==> src/rtl/sap1_pkg.sv <==
// Shared SAP-1 definitions: opcodes, T-state encoding and the control word
// that the sequencer hands to the datapath top level.
package sap1_pkg;

    localparam int OPCODE_WIDTH = 4;
    localparam int STEP_WIDTH   = 3;

    localparam logic [OPCODE_WIDTH-1:0] OP_NOP = 4'h0;
    localparam logic [OPCODE_WIDTH-1:0] OP_LDA = 4'h1;
    localparam logic [OPCODE_WIDTH-1:0] OP_ADD = 4'h2;
    localparam logic [OPCODE_WIDTH-1:0] OP_SUB = 4'h3;
    localparam logic [OPCODE_WIDTH-1:0] OP_STA = 4'h4;
    localparam logic [OPCODE_WIDTH-1:0] OP_LDI = 4'h5;
    localparam logic [OPCODE_WIDTH-1:0] OP_JMP = 4'h6;
    localparam logic [OPCODE_WIDTH-1:0] OP_JC  = 4'h7;
    localparam logic [OPCODE_WIDTH-1:0] OP_JZ  = 4'h8;
    localparam logic [OPCODE_WIDTH-1:0] OP_JO  = 4'h9;
    localparam logic [OPCODE_WIDTH-1:0] OP_OUT = 4'hE;
    localparam logic [OPCODE_WIDTH-1:0] OP_HLT = 4'hF;

    typedef enum logic [STEP_WIDTH-1:0] {
        T0 = 3'd0,
        T1 = 3'd1,
        T2 = 3'd2,
        T3 = 3'd3,
        T4 = 3'd4
    } step_t;

    // Field order is the bit order the datapath top level slices on.
    typedef struct packed {
        logic pc_out;
        logic pc_inc;
        logic pc_load;
        logic mar_in;
        logic ram_in;
        logic ram_out;
        logic ir_in;
        logic ir_out;
        logic a_in;
        logic a_out;
        logic b_in;
        logic alu_out;
        logic alu_sub;
        logic alu_latch_flags;
        logic out_in;
        logic halt;
    } ctrl_word_t;

    localparam int CW_WIDTH = $bits(ctrl_word_t);

endpackage

==> src/rtl/sap1_microcode.sv <==
// Combinational microcode ROM: maps (step, opcode, flags) to a control word
// and flags the final T-state of the current instruction.
module sap1_microcode
    import sap1_pkg::*;
#(
    parameter int OPCODE_WIDTH = sap1_pkg::OPCODE_WIDTH
) (
    input  step_t                   step,
    input  logic [OPCODE_WIDTH-1:0] opcode,
    input  logic                    zero,
    input  logic                    carry,
    input  logic                    odd,
    output ctrl_word_t              cw,
    output logic                    last_step
);

    always_comb begin
        cw        = '0;
        last_step = 1'b0;
        case (step)
            T0: begin
                cw.pc_out = 1'b1;
                cw.mar_in = 1'b1;
            end
            T1: begin
                cw.ram_out = 1'b1;
                cw.ir_in   = 1'b1;
                cw.pc_inc  = 1'b1;
                last_step  = !(opcode inside {OP_LDA, OP_ADD, OP_SUB, OP_STA, OP_LDI,
                                              OP_JMP, OP_JC, OP_JZ, OP_JO, OP_OUT, OP_HLT});
            end
            T2: begin
                last_step = 1'b1;
                case (opcode)
                    OP_LDA, OP_ADD, OP_SUB, OP_STA: begin
                        cw.ir_out = 1'b1;
                        cw.mar_in = 1'b1;
                        last_step = 1'b0;
                    end
                    OP_LDI: begin
                        cw.ir_out = 1'b1;
                        cw.a_in   = 1'b1;
                    end
                    OP_JMP: begin
                        cw.ir_out  = 1'b1;
                        cw.pc_load = 1'b1;
                    end
                    OP_JC: begin
                        cw.ir_out  = 1'b1;
                        cw.pc_load = carry;
                    end
                    OP_JZ: begin
                        cw.ir_out  = 1'b1;
                        cw.pc_load = zero;
                    end
                    OP_JO: begin
                        cw.ir_out  = 1'b1;
                        cw.pc_load = odd;
                    end
                    OP_OUT: begin
                        cw.a_out  = 1'b1;
                        cw.out_in = 1'b1;
                    end
                    OP_HLT: cw.halt = 1'b1;
                    default: ;
                endcase
            end
            T3: begin
                last_step = 1'b1;
                case (opcode)
                    OP_LDA: begin
                        cw.ram_out = 1'b1;
                        cw.a_in    = 1'b1;
                    end
                    OP_ADD, OP_SUB: begin
                        cw.ram_out = 1'b1;
                        cw.b_in    = 1'b1;
                        cw.alu_sub = (opcode == OP_SUB);
                        last_step  = 1'b0;
                    end
                    OP_STA: begin
                        cw.a_out  = 1'b1;
                        cw.ram_in = 1'b1;
                    end
                    default: ;
                endcase
            end
            T4: begin
                last_step = 1'b1;
                if (opcode == OP_ADD || opcode == OP_SUB) begin
                    cw.alu_out         = 1'b1;
                    cw.a_in            = 1'b1;
                    cw.alu_latch_flags = 1'b1;
                    cw.alu_sub         = (opcode == OP_SUB);
                end
            end
            // Unreachable encodings fall back to a fresh fetch.
            default: last_step = 1'b1;
        endcase
    end

endmodule

==> src/rtl/sap1_control_sequencer.sv <==
// SAP-1 control sequencer: T-state counter, sticky halt and reset gating
// around the microcode decode.
module sap1_control_sequencer
    import sap1_pkg::*;
#(
    parameter int OPCODE_WIDTH = sap1_pkg::OPCODE_WIDTH,
    parameter int STEP_WIDTH   = sap1_pkg::STEP_WIDTH
) (
    input  logic                    mclk,
    input  logic                    i_rst,
    input  logic                    mclk_en,
    input  logic [OPCODE_WIDTH-1:0] i_opcode,
    input  logic                    i_zero,
    input  logic                    i_carry,
    input  logic                    i_odd,
    output logic                    o_pc_out,
    output logic                    o_pc_inc,
    output logic                    o_pc_load,
    output logic                    o_mar_in,
    output logic                    o_ram_in,
    output logic                    o_ram_out,
    output logic                    o_ir_in,
    output logic                    o_ir_out,
    output logic                    o_a_in,
    output logic                    o_a_out,
    output logic                    o_b_in,
    output logic                    o_alu_out,
    output logic                    o_alu_sub,
    output logic                    o_alu_latch_flags,
    output logic                    o_out_in,
    output logic                    o_halt,
    output logic [STEP_WIDTH-1:0]   o_step
);

    step_t      step, step_next;
    logic       halted, halted_next;
    ctrl_word_t cw, cw_out;
    logic       last_step;

    sap1_microcode #(
        .OPCODE_WIDTH(OPCODE_WIDTH)
    ) u_microcode (
        .step      (step),
        .opcode    (i_opcode),
        .zero      (i_zero),
        .carry     (i_carry),
        .odd       (i_odd),
        .cw        (cw),
        .last_step (last_step)
    );

    always_ff @(posedge mclk) begin
        if (i_rst) begin
            step   <= T0;
            halted <= 1'b0;
        end else begin
            step   <= step_next;
            halted <= halted_next;
        end
    end

    always_comb begin
        step_next   = step;
        halted_next = halted;
        if (mclk_en && !halted) begin
            step_next = last_step ? T0 : step_t'(3'(step) + 3'd1);
            if (cw.halt) begin
                halted_next = 1'b1;
            end
        end
    end

    // Reset silences everything; once halted only the halt line stays up.
    always_comb begin
        cw_out = cw;
        if (i_rst || halted) begin
            cw_out = '0;
        end
        cw_out.halt = !i_rst && (halted || cw.halt);
    end

    assign o_pc_out          = cw_out.pc_out;
    assign o_pc_inc          = cw_out.pc_inc;
    assign o_pc_load         = cw_out.pc_load;
    assign o_mar_in          = cw_out.mar_in;
    assign o_ram_in          = cw_out.ram_in;
    assign o_ram_out         = cw_out.ram_out;
    assign o_ir_in           = cw_out.ir_in;
    assign o_ir_out          = cw_out.ir_out;
    assign o_a_in            = cw_out.a_in;
    assign o_a_out           = cw_out.a_out;
    assign o_b_in            = cw_out.b_in;
    assign o_alu_out         = cw_out.alu_out;
    assign o_alu_sub         = cw_out.alu_sub;
    assign o_alu_latch_flags = cw_out.alu_latch_flags;
    assign o_out_in          = cw_out.out_in;
    assign o_halt            = cw_out.halt;
    assign o_step            = i_rst ? '0 : STEP_WIDTH'(step);

endmodule
==> config.mk <==
export PLATFORM = sky130hd
export DESIGN_NAME = sap1_control_sequencer
export DESIGN_NICKNAME = d
export VERILOG_FILES = /design/src/rtl/sap1_pkg.sv /design/src/rtl/sap1_microcode.sv /design/src/rtl/sap1_control_sequencer.sv
export SDC_FILE = /design/constraint.sdc
export NUM_CORES = 1
export LEC_CHECK = 0
export BUFFER_PORTS_ARGS = -buffer_cell sky130_fd_sc_hd__buf_2
export CAP_MARGIN = 20
export CELL_PAD_IN_SITES_DETAIL_PLACEMENT = 1
export CELL_PAD_IN_SITES_GLOBAL_PLACEMENT = 1
export CORE_ASPECT_RATIO = 1.1
export CORE_MARGIN = 4
export CORE_UTILIZATION = 32
export CTS_CLUSTER_DIAMETER = 60
export DETAILED_ROUTE_END_ITERATION = 10
export PLACE_DENSITY_LB_ADDON = 0.2
export RECOVER_POWER = 25
export SLEW_MARGIN = 20
export SYNTH_ARGS = -nofsm -noshare
export SYNTH_HDL_FRONTEND = slang
export SYNTH_SLANG_ARGS = --single-unit
==> constraint.sdc <==
create_clock -name mclk -period 4.1 [get_ports mclk]
set_input_delay 0.205 -clock mclk [delete_from_list [all_inputs] [get_ports mclk]]
set_output_delay 0.205 -clock mclk [all_outputs]
set_load 0.05 [all_outputs]
### Yosys cells after proc, flatten, opt, wreduce, memory -nomap -nowiden

Index checks and enable logic that the tools add are counted.

* add/sub/neg operators: 1
* equality and inequality tests: 15
* multiplexer cells: 33
* reductions and logical operators: 15

Operators by type and width (number)
* $mux W1: 21
* $eq A4 B3 Y1 const B: 4
* $eq A4 B4 Y1 const B: 4
* $mux W16: 1
* $reduce_bool A11 Y1: 1
* $mux W3: 3
* $reduce_or A9 Y1: 1
* $eq A4 B2 Y1 const B: 2
* $pmux W1 S2: 4
* $pmux W1 S4: 2
* $eq A3 B2 Y1 const B: 2
* $eq A4 B1 Y1 const B: 1
* $reduce_or A4 Y1: 1
* $add A3 B1 Y3 const B: 1
* $eq A3 B1 Y1 const B: 1
* $eq A3 B3 Y1 const B: 1
* $logic_not A1 Y1: 3
* $logic_not A3 Y1: 1
* $logic_or A1 B1 Y1: 3
* $pmux W1 S3: 1
* $reduce_or A3 Y1: 1
* $logic_and A1 B1 Y1: 2
* $mux W2: 1
* $reduce_and A2 Y1: 1
* $reduce_or A2 Y1: 1

* register bits: 4
* input port bits: 10
* output and inout bits: 19
* logic and storage cells: 66

### Longest topological paths before layout

Gate-level depths: netlist (run 1).

* depth after elaboration: 5
* mapped depth: 7
* mapped depth without buffers: 6

### Modules after synthesis

A second synthesis (run 1) with hierarchy kept.

* cells, all modules: 100
* area total of the unflattened synthesis: 658.1 µm²

By module, submodules not included
* sap1_microcode: times used 1, cells each 59, area an instance 352.8 µm², sequential area each 0.0 µm²
* sap1_control_sequencer: times used 1, cells each 41, area an instance 305.3 µm², sequential area each 80.1 µm²

### Worst setup path after synthesis (run 1)

OpenSTA, ideal clock, no wires.

* kind: register to output
* from: register step[0]
* to: output o_mar_in
* data arrival time: 2.102 ns
* data required time: 3.895 ns
* path slack: 1.793 ns
* stages on the path, launching flop included: 6
* path buffers: 0
* cell sequence: dfxtp_1 -> inv_1 -> ha_1 -> nor2b_4 -> nand2_1 -> o31ai_1

* longest elaborated chain between the ends: 3
* elaborated cells on any way between the ends: 4
* those cells by class: eq/ne (1); mux (2); reduce/logical (1)

Ends and longest elaborated chain
* start, declared: RTL line sap1_control_sequencer.sv:35 `step_t step, step_next;`
* start signal, assigned: RTL line sap1_control_sequencer.sv:57 `step <= step_next;`
* $eq A3 B2 Y1 or $logic_not A3 Y1 (tied branches): RTL line sap1_microcode.sv:20 `case (step)`
* $pmux W1 S2 *: RTL line sap1_microcode.sv:20
* $mux W16 *: RTL line sap1_control_sequencer.sv:76 `if (i_rst || halted) begin`
* end, declared: RTL line sap1_control_sequencer.sv:19 `output logic o_mar_in,`

Mark *: on every way between the ends. The rest lies on a longest branch, timed or not.

### Final worst setup path (run 1)

* from: register step[0]
* to: output o_a_in

* longest elaborated chain between the ends: 3
* elaborated cells on any way between the ends: 5
* those cells by class: eq/ne (3); mux (2)

Ends and longest elaborated chain
* $eq A3 B3 Y1 or $eq A3 B2 Y1 (tied branches): RTL line sap1_microcode.sv:20
* $pmux W1 S3 *: RTL line sap1_microcode.sv:20
* $mux W16 *: RTL line sap1_control_sequencer.sv:76
* end, declared: RTL line sap1_control_sequencer.sv:24 `output logic o_a_in,`

Marks and branches as above.

==> results of run 1 <==
==> registers in the layout, indices dropped and copies added (netlist names) <==
| name | cells |
|---|---|
| step | 3 |
| halted | 1 |
==> per-stage QoR <==
step | hold slack (ns) | setup WS, ns | cell area, µm²
2_1_floorplan | 0.3569 | 1.793 | 626.9
3_3_place_gp | 0.4863 | 2.321 | 755.7
3_5_place_dp | 0.5053 | 2.294 | 755.7
4_1_cts | 0.2780 | 2.038 | 778.2
5_1_grt | 0.3014 | 1.644 | 765.7
6_report | 0.2809 | 1.844 | 765.7
==> routing by layer <==
metal	routed length, µm	share of wire [%]	global-route usage, %	vias to the layer above
met3	74	3.9	1.907	0
li1	-	-	-	383
met2	1044	54	30.00	18
met5	0	0	0	-
met4	0	0	2.765	0
met1	804	42	17.12	333
==> final timing paths <==
kind / startpoint / end / slack, ns
min: mclk_en / halted$_SDFFE_PP0P_ / 0.28
max: step[0]$_SDFFE_PP0P_ / o_a_in / 1.84
max reg2reg: step[2]$_SDFFE_PP0P_ / step[2]$_SDFFE_PP0P_ / 2.54
min reg2reg: step[1]$_SDFFE_PP0P_ / step[1]$_SDFFE_PP0P_ / 0.50
==> tightest hold or removal path: stages <==
cell and delay (ns):
buf_2 0.12, nand3_1 0.07, a21oi_1 0.06
==> area by class of cell <==
| type | count | share of cell area, % |
|---|---|---|
| Timing Repair Buffer | 28 | 17.65 |
| Inverter | 8 | 3.922 |
| Tap cell | 27 | 4.412 |
| Sequential cell | 4 | 10.46 |
| Clock buffer | 3 | 2.941 |
| Multi-Input combinational cell | 77 | 60.62 |
==> where the power goes <==
group / leakage [nW] / switching, mW / internal (mW)
Combinational: 0.317 / 0.0696 / 0.0273
Sequential: 0.0325 / 0.00394 / 0.0423
Clock: 0.0138 / 0.0138 / 0.0326
Total: 0.363 / 0.0874 / 0.102
==> layout by cell type (no fill, tap or decap), types with 4 or more instances in the layout <==
cell	synthesis	final
clkbuf_1	0	4
inv_1	8	8
and3_1	4	4
buf_2	6	24
dfxtp_1	4	4
nor2_1	11	11
o21ai_0	5	5
nand2_1	13	13
ha_1	5	5
nor3_1	7	7
==> cells by family after synthesis <==
group                      share of synthesized area [%]
DFF                                                12.77
xor gates and xnor gates                           1.397
adders and majority gates                          9.980
AOI/OAI and AO/OA                                  18.56
muxes                                              1.597
buffers and inverters                              11.98
and+or+nand+nor                                    43.71
==> summary.txt, run 1 <==
STA
  – Final setup viols: 0
  – Worst relative slew slack: around three fifths
  – Worst-Margin Slew: 0.6011 ns
  – Unrepaired setup endpoints after global routing: no
  – Slew Limit Fails: 0
  – Fin Clk Skew: 0.0006326 ns
  – Final worst path period share: a little under three fifths
  – Fin. Hold Viols: 0
  – Post-layout min period: 2.256 ns
  – Achievable Freq: between 400 and 500 MHz
  – Fin Setup TNS: 0 ns

Synthesis
  – Synthesized instance count: 97
  – Post-synthesis net count: 112
  – Yosys reg bits: 4
  – Synth cell count leaders: 13 x nand2_1, 11 x nor2_1, 8 x inv_1, 7 x nor3_1, 6 x buf_2
  – Warnings from Yosys: 0
  – Async set-or-reset flop fraction in the synthesized netlist: 0%
  – Post-synth EDFFs: 0
  – Top-count cell post-synth: nand2_1
  – Ys flop type: dfxtp_1
  – Synth cell types: 32
  – Synthesized cell area: 626.9 µm²
  – Syn_area_per_cell: approximately 6.5 µm²
  – Synth top area share: 12.77%
  – Top cells by area, synth: dfxtp_1 13%, ha_1 10%, nand2_1 7.8%
  – Synth area leader: dfxtp_1
  – Sequential share of the synthesized area: 12.77%

Floorplan
  – Die area: 2732 µm²
  – IO Pins: 29
  – Die Y: 54.42 µm
  – Initial cell density of the core: roughly 34%
  – Core Box Area: 1822 µm²
  – Row count: 16
  – DIE WIDTH: 50.20 µm

Clocking
  – Post_cts resized: 0
  – CTS tree: done
  – Clock sinks: 4
  – Max clock buf depth: 2
  – Total CTS buffers: 3
  – CTS root buffer: clkbuf_4
  – Reg clk slew, reported paths: 0.04 ns
  – Postcts setup bufs: 0
  – Cts hold-fix bufs: 0
  – Clock Latency Late Sink: about 0.23 ns
  – H-tree depth: 1

Global route
  – Vias in the first global route: 716
  – Global-route wire length before repair: 3.270 mm
  – Initial antenna violation count: 0
  – Gr usage total: around 15%
  – Remaining Overflow, GRT: 0
  – Largest net degree at the start of global routing: 15

Critical path
  – WP data required: between 3 and 4 ns
  – Worst setup SP type: flop
  – Max incr delay on CP: between 0.3 and 0.4 ns
  – Worst setup EP type: output pin
  – Setup Crit Path Kind: reg -> out
  – Crit path buf inv count: 2
  – Worst Path Arrival: 2.05 ns
  – Worst-path fanout max: 5
  – Critical path depth in cells: 7
  – Reg2Reg Depth: 6
  – Worst path slowest cell: nor2b_1
  – CP Cell Sequence: inv_1, ha_1, nor2b_1, mux2i_1, o32ai_1, and3_1, buf_2
  – Top delay family on crit path: simple AND/OR/NAND/NOR gates

Place
  – Placed cells: between 100 and 150
  – Detailed-placement wirelength estimate: 1.550 mm
  – Port Buffers: 28
  – Placer Congestion: about 0.76

Pwr
  – Post-route total power: around 190 µW
  – Pwr/cell area: 247.6 nW/µm²
  – Peak supply drop: 0.0001297 V
  – Cell leakage power: between 0.3 and 0.4 nW

Route
  – 1st-pass router iterations: 4
  – Post-route ant nets: 0
  – Initial DRC count: 4
  – DRC violations left: 0
  – Via count: 734
  – Routed length per instance: 13.07 µm
  – Final wirelength: 1.922 mm
  – Vias per cell: 4.993

Cells and area
  – Syn-to-layout area delta: 22.16%
  – Layout cells sized above 1: 24.17%
  – Final std cells w/o fill: 147
  – Multi-input gate area: 464.2 µm²
  – NumNets Final: 137
  – ANT cells: 0
  – Register area: 80.08 µm²
  – Fin util: 42.03%
  – FILL cells: 246

Job
  – Max-cap violations: 0

Worst hold path
  – Worst min-delay path class: in -> reg
  – WHS Path Cells: 3

Status
  – Status: complete, no violations
(Power assumes the default switching activity.)
==> run 2, diff against run 1 <==
--- a/config.mk
+++ b/config.mk
@@ -11,7 +11,7 @@
 export CELL_PAD_IN_SITES_GLOBAL_PLACEMENT = 1
 export CORE_ASPECT_RATIO = 1.1
 export CORE_MARGIN = 4
-export CORE_UTILIZATION = 32
+export CORE_UTILIZATION = 27
 export CTS_CLUSTER_DIAMETER = 60
 export DETAILED_ROUTE_END_ITERATION = 10
 export PLACE_DENSITY_LB_ADDON = 0.2
==> constraint.sdc (replaced) <==
create_clock -name mclk -period 2 [get_ports mclk]
set_input_delay 0.1 -clock mclk [delete_from_list [all_inputs] [get_ports mclk]]
set_output_delay 0.1 -clock mclk [all_outputs]
set_load 0.05 [all_outputs]
==> summary.txt, run 2 (synthesis results as in run 1) <==
Status
  – Status: complete, no violations

STA
  – Worst relative slew slack: 60.11%
  – Fin Setup TNS: 0 ns
  – Final Worst Setup Slack: between 0.15 and 0.2 ns
  – Post-layout min period: ~1.8 ns
  – Final setup viols: 0
  – Final worst path period share: 90.59%
  – Fin. Hold Viols: 0
  – Achievable Freq: roughly 550 MHz
  – Worst-Margin Slew: 0.6009 ns
  – Slew Limit Fails: 0
  – Unrepaired setup endpoints after global routing: no
  – Fin Clk Skew: roughly 0.00024 ns

Cells and area
  – Syn-to-layout area delta: 28.94%
  – Commonest non-fill, non-tap cell in the layout: buf_2
  – ANT cells: 0
  – Biggest regs: step: 3 flops, halted: 1 flops
  – FILL cells: between 300 and 400
  – Most frequent cells in the layout: 22 x buf_2, 13 x nand2_1, 11 x nor2_1, 7 x inv_1
  – Final std cells w/o fill: 150
  – Layout cells sized above 1: approximately a third
  – Reg with most FFs: step
  – Largest register FFs: 3
  – NumNets Final: 137

Global route
  – Gr usage total: between 10% and 20%
  – Initial antenna violation count: 0
  – Grt met3 use: just over 2%
  – Remaining Overflow, GRT: 0
  – Layer with the highest usage: met2
  – Global-route wire length before repair: 3.201 mm
  – Met1 Use GR: 17.23%
  – Global-route met2 utilization: a little over a fifth
  – Vias in the first global route: about 720
  – Largest net degree at the start of global routing: 15

Critical path
  – Top delay family on crit path: adder cells
  – CP Cell Sequence: ha_1, ha_2, mux2i_1, o32ai_1, and3_1, buf_6
  – Crit path buf inv count: 1
  – WP data required: 1.90 ns
  – Worst Path Arrival: 1.71 ns
  – Max incr delay on CP: roughly 0.38 ns
  – Worst setup EP type: output pin
  – Worst path slowest cell: dfxtp_1
  – Setup Crit Path Kind: reg -> out
  – Worst setup SP type: flop
  – Worst-path fanout max: 5

Route
  – Via count: 746
  – Post-route ant nets: 0
  – Routed length per instance: approximately 13 µm
  – 1st-pass router iterations: 2
  – Initial DRC count: 1
  – Vias per cell: 4.973
  – Final wirelength: 1.916 mm
  – DRC violations left: 0

Clocking
  – Clock sinks: 4
  – CTS tree: done
  – CTS root buffer: clkbuf_4
  – Total CTS buffers: 3
  – Postcts setup bufs: 0
  – Reg clk slew, reported paths: 0.04 ns
  – Max clock buf depth: 2
  – Post_cts resized: 0
  – H-tree depth: 1
  – Clock Latency Late Sink: 0.23 ns
  – Cts hold-fix bufs: 0

Floorplan
  – DIE WIDTH: about 54 µm
  – Row count: 18
  – Initial cell density of the core: 28.11%
  – Core Box Area: 2230 µm²
  – IO Pins: 29
  – Die Y: 58.54 µm
  – Die area: 3157 µm²

Worst hold path
  – Worst min-delay path class: in -> reg

Job
  – Max-cap violations: 0

Place
  – Detailed-placement wirelength estimate: between 1.5 and 2 mm
  – Port Buffers: 28
  – Placed cells: 147
  – Placer Congestion: 0.7712
  – Setup WS pre-CTS: 0.2855 ns

Pwr
  – Cell leakage power: 0.3642 nW
  – Pwr/cell area: 495.4 nW/µm²
  – Peak supply drop: 0.0002799 V
==> run 2: area by class of cell <==
class	instances	area [µm²]	area share [%]
sequential	4	82.58	10.22
timing repair buffer	28	143.9	17.80
inverter	8	30.03	3.715
tap	30	37.54	4.644
multi-input combinational	77	491.7	60.84
clock buffer	3	22.52	2.786
==> run 2: where the power goes <==
part | internal, mW | leakage (nW) | total [mW] | switching, mW
clock network | 0.0669 | 0.0138 | 0.0972 | 0.0303
logic | 0.0600 | 0.317 | 0.207 | 0.147
registers | 0.0877 | 0.0334 | 0.0964 | 0.00876
==> run 2: path summary, 6_finish.rpt <==
path | end | depth (start not counted) | start | slack [ns]
min reg2reg | step[0]$_SDFFE_PP0P_ | 1 | step[0]$_SDFFE_PP0P_ | 0.48
max reg2reg | step[2]$_SDFFE_PP0P_ | 6 | step[1]$_SDFFE_PP0P_ | 0.50
max | o_a_in | 6 | step[1]$_SDFFE_PP0P_ | 0.19
min | halted$_SDFFE_PP0P_ | 3 | mclk_en | 0.16
==> run 2: routing by layer <==
layer / vias up / part of all wire [%]
met4: 0 / 0
met2: 17 / 49
met1: 349 / 45
met3: 0 / 5.8
li1: 380 / -
met5: - / 0
==> run 2: tightest hold or removal path, delay by kind of cell <==
kind            cells  cell delay (ns)
compound gates      1             0.06
simple gates        1             0.06
buf+inv             1             0.12
==> run 2: metrics by stage <==
stage | total power, mW | instance area (µm²) | hold WS (ns) | util (%)
global route | 0.4365 | 808.3 | 0.1742 | 36.25
detailed placement | 0.3064 | 774.5 | 0.3991 | 34.74
floorplan | 0.2580 | 641.9 | 0.2519 | -
finish | 0.4004 | 808.3 | 0.1603 | 36.25
global placement | 0.3028 | 774.5 | 0.4068 | 34.74
CTS | 0.4086 | 797.0 | 0.1524 | 35.75
==> run 3, diff against run 2 <==
--- a/config.mk
+++ b/config.mk
@@ -5,13 +5,14 @@
 export SDC_FILE = /design/constraint.sdc
 export NUM_CORES = 1
 export LEC_CHECK = 0
+export ABC_AREA = 1
 export BUFFER_PORTS_ARGS = -buffer_cell sky130_fd_sc_hd__buf_2
 export CAP_MARGIN = 20
 export CELL_PAD_IN_SITES_DETAIL_PLACEMENT = 1
 export CELL_PAD_IN_SITES_GLOBAL_PLACEMENT = 1
 export CORE_ASPECT_RATIO = 1.1
 export CORE_MARGIN = 4
-export CORE_UTILIZATION = 27
+export CORE_UTILIZATION = 26
 export CTS_CLUSTER_DIAMETER = 60
 export DETAILED_ROUTE_END_ITERATION = 10
 export PLACE_DENSITY_LB_ADDON = 0.2
==> constraint.sdc (replaced) <==
create_clock -name mclk -period 2 [get_ports mclk]
set_input_delay 0 -clock mclk [delete_from_list [all_inputs] [get_ports mclk]]
set_output_delay 0 -clock mclk [all_outputs]
set_load 0.05 [all_outputs]
==> summary.txt, run 3 <==
Synthesis
  – Synthesized cell area: 644.4 µm²
  – Yosys reg bits: 4
  – Synth top area share: 16.31%
  – Post-synthesis net count: roughly 130
  – Synth cell count leaders: 28 x nand2_1, 17 x nor2_1, 14 x inv_1, 8 x nand3_1
  – Top-count cell post-synth: nand2_1
  – Synthesized instance count: ~110
  – Async set-or-reset flop fraction in the synthesized netlist: 0%
  – Sequential share of the synthesized area: 12.43%
  – Syn_area_per_cell: 5.702 µm²
  – Ys flop type: dfxtp_1
  – Top cells by area, synth: nand2_1 16%, dfxtp_1 12%, nor2_1 9.9%
  – Synth cell types: 22
  – Warnings from Yosys: 0
  – Synth area leader: nand2_1
  – Post-synth EDFFs: 0

Floorplan
  – Row count: 18
  – DIE WIDTH: 55.47 µm
  – IO Pins: 29
  – Initial cell density of the core: 28.05%
  – Die Y: 60.22 µm
  – Core Box Area: 2297 µm²
  – Die area: between 3000 and 4000 µm²

Route
  – Vias per cell: 4.529
  – Routed length per instance: 11.42 µm
  – Initial DRC count: 4
  – DRC violations left: 0
  – Via count: 779
  – Final wirelength: about 2.0 mm
  – 1st-pass router iterations: 2
  – Post-route ant nets: 0

STA
  – Fin Setup TNS: 0 ns
  – Achievable Freq: 589.4 MHz
  – Hold_ws: 0.1015 ns
  – Post-layout min period: 1.697 ns
  – Final worst path period share: 84.83%
  – Fin Clk Skew: 0.002223 ns
  – Unrepaired setup endpoints after global routing: no
  – Worst-Margin Slew: slightly below 0.6 ns
  – Slew Limit Fails: 0
  – Final setup viols: 0
  – Fin. Hold Viols: 0
  – Worst relative slew slack: 60.51%

Pwr
  – Cell leakage power: 0.4455 nW
  – Post-route total power: 445.5 µW
  – Pwr/cell area: 538.6 nW/µm²
  – Peak supply drop: 0.0003488 V

Critical path
  – Worst Path Arrival: 1.70 ns
  – Worst setup SP type: flop
  – Worst-path fanout max: 5
  – Worst setup EP type: output pin
  – Setup Crit Path Kind: reg -> out
  – WP data required: approximately 2 ns

Clocking
  – CTS tree: done
  – Total CTS buffers: 3
  – Max clock buf depth: 2
  – Post_cts resized: 0
  – Reg clk slew, reported paths: 0.04 ns
  – Postcts setup bufs: 0
  – Clock sinks: 4
  – Cts hold-fix bufs: 0
  – CTS root buffer: clkbuf_4
  – Clock Latency Late Sink: 0.24 ns
  – H-tree depth: 1

Cells and area
  – FILL cells: 347
  – NumNets Final: 159
  – Biggest regs: step: 3 flops, halted: 1 flops
  – Syn-to-layout area delta: 28.35%
  – Most frequent cells in the layout: 28 x nand2_1, 24 x buf_2, 17 x nor2_1, 14 x inv_1, 8 x nand3_1
  – Layout cells sized above 1: 32.39%
  – Largest register FFs: 3
  – Commonest non-fill, non-tap cell in the layout: nand2_1
  – ANT cells: 0
  – Reg with most FFs: step

Global route
  – Vias in the first global route: 817
  – Global-route wire length before repair: about 3.6 mm
  – Initial antenna violation count: 0
  – Gr usage total: a little over an eighth
  – Largest net degree at the start of global routing: 11
  – Remaining Overflow, GRT: 0

Place
  – Placer Congestion: 0.8250
  – Detailed-placement wirelength estimate: 1.811 mm
  – Port Buffers: 28

Job
  – Max-cap violations: 0

Status
  – Status: complete, no violations

Worst hold path
  – Worst min-delay path class: in -> reg
==> run 3: final cells by class <==
type | instances | area (µm²) | share of cell area [%]
well taps | 30 | 37.54 | 4.539
flip-flops and latches | 4 | 80.08 | 9.682
repair buffers | 28 | 135.1 | 16.34
clock buffers | 3 | 22.52 | 2.723
multi-input cells | 88 | 480.5 | 58.09
inverters | 19 | 71.32 | 8.623
==> run 3: power breakdown <==
part	internal, mW	switching, mW	total (mW)
combinational	0.0682	0.181	0.249
sequential	0.0872	0.00680	0.0940
clock	0.0673	0.0352	0.102
==> run 3: stage by stage <==
step	instance area, µm²	worst slack [ns]	util, %	instances
2_1_floorplan	650.6	0.2014	-	113
3_3_place_gp	813.3	0.6142	35.40	169
3_5_place_dp	813.3	0.5613	35.40	169
4_1_cts	835.8	0.3020	36.38	172
5_1_grt	827.0	0.1169	36.00	172
6_report	827.0	0.3033	36.00	172
==> run 3: worst max-delay path, stage by stage, from the launching register on <==
cell     delay [ns]
dfxtp_1        0.37
ha_1           0.19
ha_1           0.24
nand2_1        0.07
o21ai_0        0.08
nand3_1        0.09
a21oi_1        0.14
buf_2          0.28
==> run 3: final timing paths <==
path                             start                    to  slack [ns]  cells past startpoint
setup reg to reg  step[0]$_SDFFE_PP0P_  step[2]$_SDFFE_PP0P_        0.64                      8
hold / removal                   i_rst   halted$_SDFFE_PP0P_        0.10                      3
hold reg to reg    halted$_SDFFE_PP0P_   halted$_SDFFE_PP0P_        0.51                      1
setup / recovery  step[0]$_SDFFE_PP0P_                o_a_in        0.30                      7
==> run 3: cells by family (layout without fill, tap and decap cells) <==
logic type | after synthesis | after routing | share of synthesized area (%)
buf+inv | 21 | 50 | 13.40
simple gates | 70 | 70 | 52.23
flops | 4 | 4 | 12.43
fa+ha+maj | 5 | 5 | 9.709
compound gates | 13 | 13 | 12.23
==> run 3: per-layer routing <==
metal / part of all wire (%) / GRT usage [%] / wire, µm
met2: 48 / 25.00 / 944
met1: 44 / 15.37 / 872
met4: 1.5 / 5.208 / 29
met3: 6.1 / 3.024 / 119
met5: 0 / 0 / 0
